## src/rtl/fpu_pkg.sv

```systemverilog
// Shared constants and types for the FPU result FIFO.
// Op codes, 37-bit entry layout and sticky flag bit indices.
package fpu_pkg;

  localparam int RES_W   = 32;
  localparam int OP_W    = 2;
  localparam int FLAG_W  = 3;
  localparam int ENTRY_W = OP_W + FLAG_W + RES_W;

  localparam int FLAG_EXC = 2;
  localparam int FLAG_OF  = 1;
  localparam int FLAG_UF  = 0;

  typedef enum logic [OP_W-1:0] {
    OP_ADD = 2'b00,
    OP_SUB = 2'b01,
    OP_MUL = 2'b10,
    OP_DIV = 2'b11
  } fpu_op_e;

  typedef struct packed {
    fpu_op_e          op;
    logic             exc;
    logic             of;
    logic             uf;
    logic [RES_W-1:0] result;
  } fpu_entry_t;

endpackage

```

## src/rtl/fpu_fifo_ptr.sv

```systemverilog
// Read/write pointer and occupancy tracking for fpu_result_fifo.
// Ports: clk, rst, push_i/pop_i (qualified), wr_ptr_o, rd_ptr_o, count_o, full_o, empty_o.
module fpu_fifo_ptr #(
  parameter  int DEPTH = 4,
  localparam int AW    = $clog2(DEPTH),
  localparam int CW    = AW + 1
) (
  input  logic          clk,
  input  logic          rst,
  input  logic          push_i,
  input  logic          pop_i,
  output logic [AW-1:0] wr_ptr_o,
  output logic [AW-1:0] rd_ptr_o,
  output logic [CW-1:0] count_o,
  output logic          full_o,
  output logic          empty_o
);

  localparam logic [AW-1:0] LAST = AW'(DEPTH - 1);

  logic [AW-1:0] wr_q, wr_d;
  logic [AW-1:0] rd_q, rd_d;
  logic [CW-1:0] cnt_q, cnt_d;

  always_comb begin
    wr_d  = wr_q;
    rd_d  = rd_q;
    cnt_d = cnt_q;
    if (push_i) wr_d = (wr_q == LAST) ? '0 : wr_q + 1'b1;
    if (pop_i)  rd_d = (rd_q == LAST) ? '0 : rd_q + 1'b1;
    case ({push_i, pop_i})
      2'b10:   cnt_d = cnt_q + 1'b1;
      2'b01:   cnt_d = cnt_q - 1'b1;
      default: cnt_d = cnt_q;
    endcase
  end

  always_ff @(posedge clk or posedge rst) begin
    if (rst) begin
      wr_q  <= '0;
      rd_q  <= '0;
      cnt_q <= '0;
    end else begin
      wr_q  <= wr_d;
      rd_q  <= rd_d;
      cnt_q <= cnt_d;
    end
  end

  assign wr_ptr_o = wr_q;
  assign rd_ptr_o = rd_q;
  assign count_o  = cnt_q;
  assign full_o   = (cnt_q == CW'(DEPTH));
  assign empty_o  = (cnt_q == '0);

endmodule

```

## src/rtl/fpu_result_fifo.sv

```systemverilog
// Result FIFO between the FPU ALU and writeback: valid/ready in and out, head entry shown combinationally.
// Ports: in_* push side, out_* pop side, count, sticky_flags/sticky_clr (accumulate only with FPU_STICKY_FLAGS_EN).
module fpu_result_fifo
  import fpu_pkg::*;
#(
  parameter  int DEPTH = 4,
  localparam int AW    = $clog2(DEPTH),
  localparam int CW    = AW + 1
) (
  input  logic             clk,
  input  logic             rst,
  input  logic             in_valid,
  output logic             in_ready,
  input  logic [OP_W-1:0]  in_op,
  input  logic             in_exc,
  input  logic             in_of,
  input  logic             in_uf,
  input  logic [RES_W-1:0] in_result,
  output logic             out_valid,
  input  logic             out_ready,
  output logic [OP_W-1:0]  out_op,
  output logic             out_exc,
  output logic             out_of,
  output logic             out_uf,
  output logic [RES_W-1:0] out_result,
  output logic [CW-1:0]    count,
  output logic [2:0]       sticky_flags,
  input  logic             sticky_clr
);

  logic [AW-1:0] wr_ptr;
  logic [AW-1:0] rd_ptr;
  logic          full;
  logic          empty;
  logic          push;
  logic          pop;
  fpu_entry_t    wr_entry;
  fpu_entry_t    head;
  fpu_entry_t    mem_q [DEPTH];

  // Full blocks pushes even when a pop happens the same cycle.
  assign in_ready  = ~full;
  assign out_valid = ~empty;
  assign push      = in_valid & ~full;
  assign pop       = out_ready & ~empty;

  fpu_fifo_ptr #(
    .DEPTH (DEPTH)
  ) u_ptr (
    .clk      (clk),
    .rst      (rst),
    .push_i   (push),
    .pop_i    (pop),
    .wr_ptr_o (wr_ptr),
    .rd_ptr_o (rd_ptr),
    .count_o  (count),
    .full_o   (full),
    .empty_o  (empty)
  );

  assign wr_entry = '{
    op:     fpu_op_e'(in_op),
    exc:    in_exc,
    of:     in_of,
    uf:     in_uf,
    result: in_result
  };

  always_ff @(posedge clk or posedge rst) begin
    if (rst) begin
      for (int i = 0; i < DEPTH; i++) mem_q[i] <= '0;
    end else if (push) begin
      mem_q[wr_ptr] <= wr_entry;
    end
  end

  // Head is visible even when empty; it is then stale and ignored.
  assign head       = mem_q[rd_ptr];
  assign out_op     = head.op;
  assign out_exc    = head.exc;
  assign out_of     = head.of;
  assign out_uf     = head.uf;
  assign out_result = head.result;

`ifdef FPU_STICKY_FLAGS_EN
  logic [2:0] sticky_q;
  logic [2:0] sticky_d;
  logic [2:0] push_flags;

  always_comb begin
    push_flags = '0;
    if (push) begin
      push_flags[FLAG_EXC] = in_exc;
      push_flags[FLAG_OF]  = in_of;
      push_flags[FLAG_UF]  = in_uf;
    end
    // Clear wins over history but not over the same-cycle push.
    sticky_d = sticky_clr ? push_flags : (sticky_q | push_flags);
  end

  always_ff @(posedge clk or posedge rst) begin
    if (rst) sticky_q <= '0;
    else     sticky_q <= sticky_d;
  end

  assign sticky_flags = sticky_q;
`else
  logic unused_sticky_clr;
  assign unused_sticky_clr = sticky_clr;
  assign sticky_flags      = '0;
`endif

endmodule
```

## config.mk

```make
export PLATFORM = sky130hd
export DESIGN_NAME = fpu_result_fifo
export DESIGN_NICKNAME = d
export VERILOG_FILES = /design/src/rtl/fpu_pkg.sv /design/src/rtl/fpu_fifo_ptr.sv /design/src/rtl/fpu_result_fifo.sv
export SDC_FILE = /design/constraint.sdc
export NUM_CORES = 1
export LEC_CHECK = 0
export CAP_MARGIN = 5
export CORE_MARGIN = 4
export CORE_UTILIZATION = 55
export DETAILED_ROUTE_END_ITERATION = 7
export HOLD_SLACK_MARGIN = 0.05
export MAX_ROUTING_LAYER = met4
export PLACE_DENSITY = 0.79
export SLEW_MARGIN = 0
export SYNTH_ARGS = -nofsm -noshare
export SYNTH_HDL_FRONTEND = slang
export SYNTH_SLANG_ARGS = --single-unit
```

## constraint.sdc

```tcl
create_clock -name clk -period 6.7 [get_ports clk]
set_input_delay 1.34 -clock clk [delete_from_list [all_inputs] [get_ports clk]]
set_output_delay 1.34 -clock clk [all_outputs]
set_load 0.02 [all_outputs]
```

==> run metrics <==
status=finished, final reports clean; via count=3718; Tcrit/Tclk final=62.9%; leak pwr=3.78 nW; CTS root buffer=clkbuf_16; vias in the first global route=4267; overall power=5.09 mW; largest net degree at the start of global routing=108; share of post-route cells with drive strength above 1=45.4%; CTS Buf Count=17; PwrDens=584 nW/um^2; Final ANT Viol Nets=0; Synth Register Bits=155; CTS max path bufs=2; Final min period=4.21 ns; Slew Viols, Final=0; Post-Syn Area per Cell=18.7 sq um; critical path launch point type=flip-flop; Yosys Warn Count=0; nets@finish=528; hold buffers post-CTS=0; Max VDD drop=0.329 mV; Tightest Pin Transition=1.04 ns; area grow syn2layout=16.3%; Reg area=3880 sq um; clock power share=17.5%; worst hold slack=0.501 ns; Slew headroom=30.5%; Cell Rows=42; CTS tree=yes; Switching Share=31.4%; n_diodes=0; Worst-Skew Late Latency=0.42 ns; kind of critical path=flip-flop to primary output; Worst Clk Skew=0.00620 ns; global placement routability congestion=0.742; required time worst endpoint=5.36 ns; DRT Pass-1 Iters=4; area leader, netlist=dfrtp_1; initial core utilization=56.4%; top achievable clock speed=237 MHz; setup repair bufs after CTS=0; register area share after synthesis=51.7%; htree depth=4; initial antenna violation count=0; fillers=910; number of port buffers=82; RSZ-0062 raised after global routing=no; core area=13300 sq um; first-pass GRT wire length=23100 um; DRC viols=0; combinational share of power=47.6%; WP data arrival=2.87 ns; total global-route track usage=19.4%; Unique masters post-synth=22; area of the multi-input gates=3220 sq um; die area=15600 sq um; dpl ws=2.84 ns; IO Count=87; Max-Cap Viols=0; cts repair resizes=0; die height=125 um; HP Class=flip-flop to flip-flop; Int Power=3.49 mW; Seq pwr share=34.8%; clock transition at the registers of the reported paths=0.06 ns; CP Capture Type=primary output; NetSw=1.60 mW; Post-Syn Instances=402; setup TNS=0 ns; Routed WL per cell=20.9 um; DR iter-0 viols=210; grt ovf=0; final setup margin=2.49 ns; Finished Layout Cells=665; Syn Std Cell Area=7500 sq um; Cell Count Post-Placement=636; Sink Count=155; final count of hold timing violations=0; Worst Path Max Fanout=24; post-DP HPWL=8120 um; post-synth top area share=51.7%; ranking of synthesized cells by area=dfrtp_1 (52%), mux2_4 (24%), mux4_2 (11%); die width=125 um; final setup vio count=0; final WL=13900 um; Vias per Instance=5.59
## worst paths after layout
check / from / endpoint / slack [ns] / cells past startpoint
setup reg to reg: u_ptr.count_o[0]$_DFFE_PP0P_ / u_ptr.count_o[2]$_DFFE_PP0P_ / 4.52 / 8
hold / removal: u_ptr.count_o[2]$_DFFE_PP0P_ / u_ptr.count_o[2]$_DFFE_PP0P_ / 0.50 / 1
hold reg to reg: u_ptr.count_o[2]$_DFFE_PP0P_ / u_ptr.count_o[2]$_DFFE_PP0P_ / 0.50 / 1
max in group asynchronous: rst / u_ptr.rd_ptr_o[0]$_DFFE_PP0P_ / 3.94 / 3
setup / recovery: u_ptr.rd_ptr_o[0]$_DFFE_PP0P_ / out_result[28] / 2.49 / 3
min in group asynchronous: rst / mem_q[122]$_DFFE_PP0P_ / 1.53 / 2
## cell usage after synthesis
cell type,n
dfrtp_1,155
mux2_4,120
mux4_2,37
mux2_2,32
buf_12,16
inv_1,7
ha_1,6
and3_4,4
buf_1,3
buf_2,3
buf_4,3
nor2_1,3
clkbuf_1,2
nand2_1,2
xor2_1,2
buf_6,1
conb_1,1
fa_1,1
mux2i_1,1
or3_2,1
or3b_1,1
xnor2_1,1
## area by class of cell
type,instances,area share [%]
flip-flops and latches,155,44.5
multi-input cells,214,36.9
repair buffers,84,9.58
clock buffers,27,5.77
well taps,176,2.52
clock inverters,2,0.402
inverters,7,0.359
## placed cells by master (no fill, tap or decap), types with 2 or more instances in the layout
master           count
clkbuf_8             4
nor2_1               3
and3_4               4
buf_4                2
dfrtp_2              2
dfrtp_1            153
inv_1                6
xor2_1               2
nand2_1              2
ha_1                 6
conb_1               3
clkbuf_16           17
clkbuf_1             6
clkdlybuf4s50_1     82
mux4_2              37
mux2_2              32
mux2_4             120
## sequential cells by signal, indices dropped and copies added (netlist names)
register	count
u_ptr.rd_ptr_o	2
u_ptr.count_o	3
u_ptr.wr_ptr_o	2
mem_q	148
## routing by layer
metal	GRT usage, %	routed length [um]	part of all wire, %	vias up
met2	28.8	6700	48	85
li1	-	-	-	1619
met1	26.6	6410	46	1994
met3	5.40	587	4.2	20
met4	5.61	184	1.3	0
met5	-	0	0	-
## cells by family (layout without fill, tap and decap cells)
| family | after synthesis | count (layout) | synth area share, % |
|---|---|---|---|
| adder cells (fa/ha/maj) | 7 | 7 | 1.27 |
| other | 1 | 3 | 0.0500 |
| flip-flops | 155 | 155 | 51.7 |
| AND/OR/NAND/NOR | 11 | 11 | 1.07 |
| buffers and inverters | 35 | 120 | 5.52 |
| XOR/XNOR | 3 | 3 | 0.350 |
| multiplexers | 190 | 190 | 40.1 |
## metrics by stage
stage	instance area, sq um	util, %
after floorplan	7510	-
after global placement	8190	61.6
after detailed placement	8190	61.6
after CTS	8720	65.6
after global routing	8720	65.6
final	8720	65.6
## critical path, cell delays in order, from the launching register on
cell             delay, ns
dfrtp_2               0.76
buf_4                 0.53
mux4_2                0.57
clkdlybuf4s50_1       0.58
## power groups by stage
| stage | Combinational [mW] | Clock (mW) | Sequential, mW |
|---|---|---|---|
| global placement | 2.41 | 0 | 1.74 |
| finish | 2.43 | 0.893 | 1.77 |
| detailed placement | 2.45 | 0 | 1.78 |
| floorplan | 1.92 | 0 | 1.62 |
| global route | 2.58 | 0.954 | 1.84 |
| CTS | 2.46 | 0.914 | 1.78 |
Power figures use the tool's default switching activity.
